File: src/rtl/caxi4dma_pkg.sv
// Shared constants for the AXI4 DMA interrupt path: flag bit positions and
// the field widths that make up one queued interrupt event.
package caxi4dma_pkg;

  // Bit positions inside the 4-bit flag vector {invDscrptr, rdErr, wrErr, opDone}
  localparam int FLAG_OPDONE     = 0;
  localparam int FLAG_WRERR      = 1;
  localparam int FLAG_RDERR      = 2;
  localparam int FLAG_INVDSCRPTR = 3;

  // Field widths of a queued event
  localparam int FLAG_W = 4;
  localparam int STR_W  = 1;
  localparam int ADDR_W = 32;

  // Packed entry layout, MSB to LSB: {flags, dscrptrNum, strDscrptr, addr}
  function automatic int entry_width(input int num_w);
    return FLAG_W + num_w + STR_W + ADDR_W;
  endfunction

endpackage

File: src/rtl/caxi4dma_int_evt_fifo_mem.sv
// Register array backing the interrupt event queue: one synchronous write
// port and one asynchronous read port so the head entry falls through.
module caxi4dma_int_evt_fifo_mem #(
  parameter int DEPTH = 4,
  parameter int WIDTH = 39
) (
  input  logic                     CLOCK,
  input  logic                     we,
  input  logic [$clog2(DEPTH)-1:0] waddr,
  input  logic [WIDTH-1:0]         wdata,
  input  logic [$clog2(DEPTH)-1:0] raddr,
  output logic [WIDTH-1:0]         rdata
);

  logic [WIDTH-1:0] mem [DEPTH];

  // Write the incoming entry at the write pointer.
  // NOTE: storage has no reset; validity is tracked by the occupancy count,
  // so clearing the array would only cost a reset tree for nothing.
  always_ff @(posedge CLOCK) begin
    if (we) begin
      mem[waddr] <= wdata;
    end
  end

  assign rdata = mem[raddr];

endmodule

File: src/rtl/caxi4dma_int_event_queue.sv
// Interrupt event queue: captures single-cycle events from the status mux
// into a small FWFT queue, presents the head entry to the register block,
// and drives a registered, maskable interrupt request.
module caxi4dma_int_event_queue
  import caxi4dma_pkg::*;
#(
  parameter int NUM_DSCRPTR_WIDTH = 2,
  parameter int DEPTH             = 4,
  parameter int CNT_WIDTH         = $clog2(DEPTH + 1)
) (
  input  logic                         CLOCK,
  input  logic                         RESET,
  input  logic                         evtValid,
  input  logic                         evtOpDone,
  input  logic                         evtWrErr,
  input  logic                         evtRdErr,
  input  logic                         evtInvDscrptr,
  input  logic [NUM_DSCRPTR_WIDTH-1:0] evtDscrptrNum,
  input  logic                         evtStrDscrptr,
  input  logic [31:0]                  evtAddr,
  input  logic [3:0]                   intMask,
  input  logic                         popStrobe,
  input  logic                         clrAll,
  output logic                         headValid,
  output logic [3:0]                   headFlags,
  output logic [NUM_DSCRPTR_WIDTH-1:0] headDscrptrNum,
  output logic                         headStrDscrptr,
  output logic [31:0]                  headAddr,
  output logic [CNT_WIDTH-1:0]         entryCount,
  output logic                         overflow,
  output logic                         irq
);

  localparam int PTR_W   = $clog2(DEPTH);
  localparam int ENTRY_W = entry_width(NUM_DSCRPTR_WIDTH);

  logic [PTR_W-1:0]     wr_ptr, wr_ptr_nxt;
  logic [PTR_W-1:0]     rd_ptr, rd_ptr_nxt;
  logic [CNT_WIDTH-1:0] count_q, count_nxt;
  logic                 overflow_q, overflow_nxt;
  logic                 irq_q, irq_nxt;
  logic                 full, empty;
  logic                 do_push, do_pop, drop;
  logic [FLAG_W-1:0]    evt_flags;
  logic [ENTRY_W-1:0]   wdata, rdata;

  assign full  = (count_q == CNT_WIDTH'(DEPTH));
  assign empty = (count_q == '0);

  // Flush wins over everything; a pop on a full queue frees the slot the
  // concurrent push needs, and a pop on an empty queue has nothing to remove.
  assign do_pop  = popStrobe && !empty && !clrAll;
  assign do_push = evtValid && !clrAll && (!full || do_pop);
  assign drop    = evtValid && !clrAll && full && !do_pop;

  // Assemble the flag vector using the shared bit positions.
  // NOTE: every signal written here gets a default first so no latch is inferred.
  always_comb begin
    evt_flags                  = '0;
    evt_flags[FLAG_OPDONE]     = evtOpDone;
    evt_flags[FLAG_WRERR]      = evtWrErr;
    evt_flags[FLAG_RDERR]      = evtRdErr;
    evt_flags[FLAG_INVDSCRPTR] = evtInvDscrptr;
  end

  assign wdata = {evt_flags, evtDscrptrNum, evtStrDscrptr, evtAddr};

  caxi4dma_int_evt_fifo_mem #(
    .DEPTH (DEPTH),
    .WIDTH (ENTRY_W)
  ) u_mem (
    .CLOCK (CLOCK),
    .we    (do_push),
    .waddr (wr_ptr),
    .wdata (wdata),
    .raddr (rd_ptr),
    .rdata (rdata)
  );

  // Head outputs fall through from the read pointer and read as zero when empty.
  always_comb begin
    headValid      = !empty;
    headFlags      = '0;
    headDscrptrNum = '0;
    headStrDscrptr = 1'b0;
    headAddr       = '0;
    if (!empty) begin
      headFlags      = rdata[ENTRY_W-1 -: FLAG_W];
      headDscrptrNum = rdata[ADDR_W+STR_W +: NUM_DSCRPTR_WIDTH];
      headStrDscrptr = rdata[ADDR_W];
      headAddr       = rdata[ADDR_W-1:0];
    end
  end

  // Next-state for pointers, occupancy, sticky overflow and the interrupt.
  always_comb begin
    wr_ptr_nxt   = wr_ptr;
    rd_ptr_nxt   = rd_ptr;
    count_nxt    = count_q;
    overflow_nxt = overflow_q;
    if (clrAll) begin
      wr_ptr_nxt   = '0;
      rd_ptr_nxt   = '0;
      count_nxt    = '0;
      overflow_nxt = 1'b0;
    end else begin
      if (do_push) wr_ptr_nxt = wr_ptr + PTR_W'(1);
      if (do_pop)  rd_ptr_nxt = rd_ptr + PTR_W'(1);
      case ({do_push, do_pop})
        2'b10:   count_nxt = count_q + CNT_WIDTH'(1);
        2'b01:   count_nxt = count_q - CNT_WIDTH'(1);
        default: count_nxt = count_q;
      endcase
      if (drop) overflow_nxt = 1'b1;
    end
    // Interrupt follows the presented head and mask one edge later; a flush
    // clears it on the same edge as the queue.
    irq_nxt = !clrAll && headValid && |(headFlags & intMask);
  end

  // State register with asynchronous reset.
  // NOTE: sequential state uses non-blocking assignments so every register
  // samples the pre-edge values regardless of statement order.
  always_ff @(posedge CLOCK or posedge RESET) begin
    if (RESET) begin
      wr_ptr     <= '0;
      rd_ptr     <= '0;
      count_q    <= '0;
      overflow_q <= 1'b0;
      irq_q      <= 1'b0;
    end else begin
      wr_ptr     <= wr_ptr_nxt;
      rd_ptr     <= rd_ptr_nxt;
      count_q    <= count_nxt;
      overflow_q <= overflow_nxt;
      irq_q      <= irq_nxt;
    end
  end

  assign entryCount = count_q;
  assign overflow   = overflow_q;
  assign irq        = irq_q;

endmodule

File: config.mk
export PLATFORM = sky130hd
export DESIGN_NAME = caxi4dma_int_event_queue
export DESIGN_NICKNAME = d
export VERILOG_FILES = /design/src/rtl/caxi4dma_pkg.sv /design/src/rtl/caxi4dma_int_evt_fifo_mem.sv /design/src/rtl/caxi4dma_int_event_queue.sv
export SDC_FILE = /design/constraint.sdc
export NUM_CORES = 1
export LEC_CHECK = 0
export ABC_CLOCK_PERIOD_IN_PS = 6700
export CAP_MARGIN = 20
export CORE_UTILIZATION = 58
export CTS_CLUSTER_DIAMETER = 30
export DETAILED_ROUTE_END_ITERATION = 6
export PLACE_DENSITY_LB_ADDON = 0.1
export SLEW_MARGIN = 10
export SYNTH_ARGS = -nofsm -noshare
export SYNTH_HDL_FRONTEND = slang
export SYNTH_SLANG_ARGS = --single-unit
File: constraint.sdc
create_clock -name CLOCK -period 6.7 [get_ports CLOCK]
set_input_delay 1.34 -clock CLOCK [delete_from_list [all_inputs] [get_ports CLOCK]]
set_output_delay 1.34 -clock CLOCK [all_outputs]
set_load 0.02 [all_outputs]
==> results of run 1 <==
[cells in the final DEF (no fill, tap or decap), types with 2 or more instances in the layout]
| cell type | synthesis | final |
|---|---|---|
| xor2_1 | 3 | 3 |
| bufinv_16 | 0 | 3 |
| nor3_1 | 3 | 3 |
| clkinvlp_4 | 0 | 4 |
| dfrtp_1 | 9 | 7 |
| clkbuf_1 | 5 | 3 |
| a31oi_1 | 2 | 2 |
| nor2_1 | 7 | 7 |
| dfrtp_2 | 0 | 2 |
| and2_1 | 43 | 39 |
| mux4_2 | 39 | 39 |
| nand3_1 | 4 | 4 |
| buf_4 | 0 | 2 |
| o21ai_0 | 4 | 4 |
| inv_1 | 6 | 6 |
| edfxtp_1 | 156 | 156 |
| nand2_1 | 3 | 3 |
| and2_2 | 0 | 4 |
| ha_1 | 4 | 4 |
| clkdlybuf4s50_1 | 0 | 92 |
| clkbuf_16 | 0 | 16 |
| clkinv_4 | 0 | 2 |
[routing by layer]
| layer | global-route usage (%) | wire (microns) | vias up |
|---|---|---|---|
| li1 | - | - | 1460 |
| met1 | 30.1 | 4980 | 1688 |
| met2 | 35.3 | 6020 | 108 |
| met3 | 7.32 | 521 | 8 |
| met4 | 6.46 | 89 | 0 |
| met5 | 0 | 0 | - |
[power by group through the flow]
stage	sequential [mW]	combinational (mW)	clock, mW
2_1_floorplan	1.21	0.267	0
3_3_place_gp	1.22	0.429	0
3_5_place_dp	1.23	0.434	0
4_1_cts	1.21	0.439	0.960
5_1_grt	1.21	0.466	1.00
6_report	1.20	0.435	0.943
[worst reg2reg max path, stage by stage (launching register included)]
cell      delay [ns]
dfrtp_1         0.47
nor3_1          0.26
inv_1           0.36
nand2_1         0.24
nor3_1          0.08
fa_1            0.43
or3b_1          0.42
o21ai_1         0.17
nand2b_1        0.08
a31oi_1         0.17
[cells by family (layout without fill, tap and decap cells)]
logic type      count (synthesis)  in the layout  synth area share (%)
flops                         165            165                  75.6
simple gates                   63             63                  5.61
mux                            40             40                  13.7
buf+inv                        22            134                  1.85
compound gates                 14             14                  1.64
fa+ha+maj                       5              5                  1.08
xor+xnor                        4              4                 0.539
[path summary, 6_finish.rpt]
check | start | end | slack (ns) | cells after the start
worst max-delay path | rd_ptr[0] | headFlags[1] | 2.19 | 4
worst min-delay path | overflow | overflow | 0.55 | 2
worst max register to register | entryCount[0] | entryCount[2] | 3.92 | 9
worst min register to register | overflow | overflow | 0.55 | 2
max in group asynchronous | RESET | rd_ptr[0] | 5.29 | 2
min in group asynchronous | RESET | irq | 1.10 | 2
[through the flow]
step	hold slack, ns	util, %	setup WS [ns]	cell area [sq um]	cells
3_3_place_gp	0.509	69.0	2.64	7520	531
2_1_floorplan	0.539	-	3.32	6490	313
4_1_cts	0.538	74.4	2.04	8100	563
6_report	0.546	74.8	2.19	8140	565
3_5_place_dp	0.523	69.0	2.60	7520	531
5_1_grt	0.606	74.8	1.94	8140	565
[final cells by class]
class                           count  area [sq um]  area share (%)
Clock buffer                       20           425            5.22
Clock inverter                     12           155            1.91
Inverter                            6          22.5           0.277
Multi-Input combinational cell    126          1470            18.1
Sequential cell                   165          4910            60.3
Tap cell                          140           175            2.15
Timing Repair Buffer               96           983            12.1
[synth_stat cells]
cell,number
o31a_1,1
and2_1,43
or3b_1,1
nand2b_1,1
o21ai_1,1
o21ai_0,4
mux2_1,1
a31oi_1,2
nor2_1,7
buf_1,1
inv_1,6
ha_1,4
fa_1,1
a21oi_1,1
nand3_1,4
a41oi_1,1
a221oi_2,1
xor2_1,3
a22o_1,1
xnor2_1,1
a311oi_2,1
edfxtp_1,156
clkbuf_1,5
buf_2,6
nand2_1,3
nand3b_1,1
mux4_2,39
nor3_1,3
dfrtp_1,9
buf_6,4
o31ai_1,1
[flip-flops by register name, indices dropped and copies added (netlist names)]
register,flops
rd_ptr,2
entryCount,3
wr_ptr,2
overflow,1
irq,1
u_mem.mem,156
==> reports/metrics.yaml, run 1 <==
cts:
  clock-sinks: 165
  clk_pin_slew_ns: 0.06
  root_buffer: "clkbuf_8"
  cts.repair.resized: 0
  worstSkewPairLatency_ns: 0.52
  cts_max_level: 4
  clockBufferDepth: 2
  cts_buffers: 17
  hold_buffers: 0
  cts_tree: "yes"
  postCtsSetupRepairBufs: 0
sta:
  tightest_slew_ns: 1.09
  fin_skew_ns: 0.00702
  period_needed_ns: 4.51
  rsz0062_at_grt: "no"
  timing.final.crit_share_pct: 67.3
  fin_tns_setup_ns: 0
  fmax_ghz: 0.222
  slew_viol_final: 0
  slew_headroom_pct: 27.6
  setup_violations: 0
  hold_viol_final: 0
critical_path:
  worst-path-max-fanout: 24
  cp-start-kind: "flip-flop"
  cp.buffers_inverters: 2
  slowest_delay_ns: 0.89
  cp-end-kind: "output port"
  cpMaxStageDelayCell: "dfrtp_2"
  required_ns: 5.36
  criticalPathCategory: "flip-flop to output port"
  crit_chain: "buf_4 > mux4_2 > and2_1 > clkdlybuf4s50_1"
  cp_top_family: "buffers and inverters"
  worstPathArrival_ns: 3.17
power:
  p_sw_share_pct: 24.0
  vdd_drop_max_mv: 0.231
  finalPower_mw: 2.58
  p_leak_nw: 2.65
  pwr-share-comb_pct: 16.9
  clkPwrFrac_pct: 36.5
  p_seq_share_pct: 46.6
  p_int_mw: 1.96
  switchingPower_mw: 0.619
  power_density_mw_per_mm2: 317
synth:
  synth.distinct_cells: 31
  syn_avg_cell_area_sq_um: 20.8
  synth_nets: 366
  synthTopCellsByArea: "edfxtp_1 72%, mux4_2 14%, and2_1 4.1%, dfrtp_1 3.5%, ha_1 0.77%"
  ys_seq_elements: 165
  ys_seq_area_share_pct: 75.6
  syn_inst: 313
  synth_top_area_share_pct: 72.1
  syn-cell-area_sq_mm: 0.00649
  synth_largest_area_cell: "edfxtp_1"
  yosys_warnings: 0
cells_and_area:
  nets: 465
  nFillCells: 661
  syn_to_final_growth_pct: 25.4
  diodes: 0
  drive_gt1_share_pct: 18.6
drt:
  drc: 0
  wl_microns: 11600
  drtIter0Drc: 193
  wl_per_cell_microns: 20.6
  vias_per_cell: 5.78
  ant_nets: 0
  vias: 3264
  drtPass1Iterations: 4
grt:
  grt_overflow: 0
  grt_max_degree: 41
  grt_pass1_wl_microns: 18200
  antenna_found_initial: 0
  grtUsageTotal_pct: 22.4
  grt_pass1_vias: 3441
floorplan:
  die_x_microns: 108
  initial_core_util_pct: 59.7
  die_h_microns: 108
  rows: 38
  core_sq_mm: 0.0109
  die_area_sq_mm: 0.0116
  top_level_ports: 93
job:
  max_cap_violations: 0
outcome:
  run_status: "finished, final reports clean"
place:
  dpl.hpwl_microns: 6530
  io_buffers: 92
  gp_congestion: 0.796
worst_hold_path:
  hp-class: "flip-flop to flip-flop"
No activity file was read; power rests on OpenSTA's default activity.
==> inputs of run 2 (changes only) <==
--- a/config.mk
+++ b/config.mk
@@ -5,9 +5,9 @@
 export SDC_FILE = /design/constraint.sdc
 export NUM_CORES = 1
 export LEC_CHECK = 0
-export ABC_CLOCK_PERIOD_IN_PS = 6700
+export ABC_CLOCK_PERIOD_IN_PS = 4700
 export CAP_MARGIN = 20
-export CORE_UTILIZATION = 58
+export CORE_UTILIZATION = 54
 export CTS_CLUSTER_DIAMETER = 30
 export DETAILED_ROUTE_END_ITERATION = 6
 export PLACE_DENSITY_LB_ADDON = 0.1
==> constraint.sdc (replaced) <==
create_clock -name CLOCK -period 4.7 [get_ports CLOCK]
set_input_delay 0.94 -clock CLOCK [delete_from_list [all_inputs] [get_ports CLOCK]]
set_output_delay 0.94 -clock CLOCK [all_outputs]
set_load 0.02 [all_outputs]
==> reports/metrics.yaml, run 2 (synthesis results as in run 1) <==
floorplan:
  rows: 39  # +2.6%
  initial_core_util_pct: 56.2  # -3.5 points
  die_area_sq_mm: 0.0125  # +7.3%
  die_x_microns: 112  # +3.6%
  top_level_ports: 93  # unchanged
  die_h_microns: 112  # +3.6%
  core_sq_mm: 0.0116  # +6.2%
cells_and_area:
  nets: 471  # +1.3%
  final_cells: 574  # +1.6%
  diodes: 0  # unchanged
  final_cell_mix: "156 x edfxtp_1, 92 x clkdlybuf4s50_1, 39 x mux4_2, 39 x and2_1, 17 x clkbuf_16"
  fin_area_sq_mm: 0.00820  # +0.69%
  syn_to_final_growth_pct: 26.3
  largest_register: "u_mem.mem"
  final_common_cell: "edfxtp_1"
  drive_gt1_share_pct: 20.2  # +1.6 points
  largest_reg_flops: 156  # unchanged
  nFillCells: 719  # +8.8%
cts:
  worstSkewPairLatency_ns: 0.42  # -0.10 ns
  clk_pin_slew_ns: 0.06  # about the same
  cts_buffers: 17  # unchanged
  hold_buffers: 0  # unchanged
  postCtsSetupRepairBufs: 0  # unchanged
  cts_tree: "yes"
  root_buffer: "clkbuf_16"
  clockBufferDepth: 2  # unchanged
  cts.repair.resized: 0  # unchanged
  cts_max_level: 4  # unchanged
  clock-sinks: 165  # unchanged
critical_path:
  rr_worst_depth: 10  # +1
  worst-path-max-fanout: 17  # -29%
  cp.buffers_inverters: 2  # unchanged
  crit_chain: "buf_4 > mux4_2 > and2_1 > clkdlybuf4s50_1"
  cp-end-kind: "output port"
  cp_top_family: "buffers and inverters"
  required_ns: 3.76  # -1.60 ns
  crit_cells: 4  # unchanged
  slowest_delay_ns: 0.76  # -0.13 ns
  cp-start-kind: "flip-flop"
  worstPathArrival_ns: 2.75  # -0.42 ns
  criticalPathCategory: "flip-flop to output port"
  cpMaxStageDelayCell: "dfrtp_2"
grt:
  grt_overflow: 0  # unchanged
  grtUsageTotal_pct: 21.5  # -0.84 points
  grt_max_degree: 43  # +4.9%
  antenna_found_initial: 0  # unchanged
  grt_pass1_wl_microns: 18900  # +4.1%
  grt_pass1_vias: 3385  # -1.6%
sta:
  fin_skew_ns: 0.00621  # -0.000807 ns
  tightest_slew_ns: 1.06  # -0.0222 ns
  setup_violations: 0  # unchanged
  slew_headroom_pct: 29.1  # +1.5 points
  fmax_ghz: 0.271
  timing.final.crit_share_pct: 78.6
  period_needed_ns: 3.69
  hold_viol_final: 0  # unchanged
  whs_ns: 0.532  # -0.0136 ns
  rsz0062_at_grt: "no"
  fin_tns_setup_ns: 0  # unchanged
  slew_viol_final: 0  # unchanged
place:
  io_buffers: 92  # unchanged
  place_area_sq_mm: 0.00758  # +0.92%
  dpl.hpwl_microns: 7370  # +13%
  gp_congestion: 0.768  # -3.5%
  dpl.cell_count: 541  # +1.9%
drt:
  wl_per_cell_microns: 21.2  # +3.4%
  vias_per_cell: 5.68  # -1.6%
  drtPass1Iterations: 6  # +2
  wl_microns: 12200  # +5.0%
  vias: 3263  # -0.031%
  ant_nets: 0  # unchanged
  drtIter0Drc: 258  # +34%
  drc: 7  # +7
outcome:
  violations: "design-rule violations"
  run_status: "complete, but fails checks"
power:
  switchingPower_mw: 0.883  # +43%
  clkPwrFrac_pct: 36.6  # about the same
  pwr-share-comb_pct: 17.3  # +0.4 points
  vdd_drop_max_mv: 0.369  # +60%
  p_seq_share_pct: 46.0  # -0.6 points
  p_leak_nw: 2.69  # +1.8%
  p_int_mw: 2.83  # +44%
  p_sw_share_pct: 23.8  # -0.21 points
  power_density_mw_per_mm2: 453  # +43%
worst_hold_path:
  worst_hold_path.num_cells: 2  # unchanged
  hp-class: "flip-flop to flip-flop"
job:
  max_cap_violations: 0  # unchanged
==> run 2: cell types whose count changed in the layout (fill, tap and decap cells not counted), sizes merged <==
cell,before,now
clkinvlp,4,3
buf,4,10
clkinv,4,8
clkbuf,20,17
==> run 2: worst paths after layout <==
path,from,endpoint,slack (ns)
worst max-delay path,rd_ptr[0],headAddr[1],1.01
worst min-delay path,overflow,overflow,0.53
worst max register to register,entryCount[0],entryCount[2],1.86
worst min register to register,overflow,overflow,0.53
max in group asynchronous,RESET,rd_ptr[1],3.63
min in group asynchronous,RESET,irq,0.79
==> run 2: worst min-delay path: stages (launching register included) <==
cell     delay [ns]
dfrtp_1        0.36
a41oi_1        0.05
nor2_1         0.08
==> run 2: layout make-up <==
type	instances	area, sq um	share of cell area (%)
multi-input combinational	126	1470	17.9
sequential	165	4910	59.9
inverter	6	22.5	0.275
timing repair buffer	102	1030	12.5
clock inverter	15	163	1.98
tap	143	179	2.18
clock buffer	17	425	5.19
==> run 2: per-layer routing <==
| layer | vias to the layer above | track usage (%) | part of all wire, % |
|---|---|---|---|
| li1 | 1462 | - | - |
| met1 | 1684 | 27.9 | 41 |
| met2 | 111 | 34.9 | 54 |
| met3 | 6 | 6.10 | 4.6 |
| met4 | 0 | 8.20 | 0.62 |
| met5 | - | 0 | 0 |
==> run 2: power by group through the flow <==
stage	registers [mW]	clock network [mW]	logic, mW
6_report	1.71	1.36	0.645
5_1_grt	1.72	1.44	0.687
4_1_cts	1.71	1.39	0.637
3_5_place_dp	1.74	0	0.631
3_3_place_gp	1.74	0	0.625
2_1_floorplan	1.72	0	0.381
==> run 2: metrics by stage <==
stage	worst slack, ns	utilization, %	total power [mW]
final	1.01	70.9	3.72
after global routing	0.856	70.9	3.85
after CTS	0.916	70.7	3.74
after detailed placement	1.04	65.6	2.37
after global placement	1.10	65.6	2.36
after floorplan	1.72	-	2.10
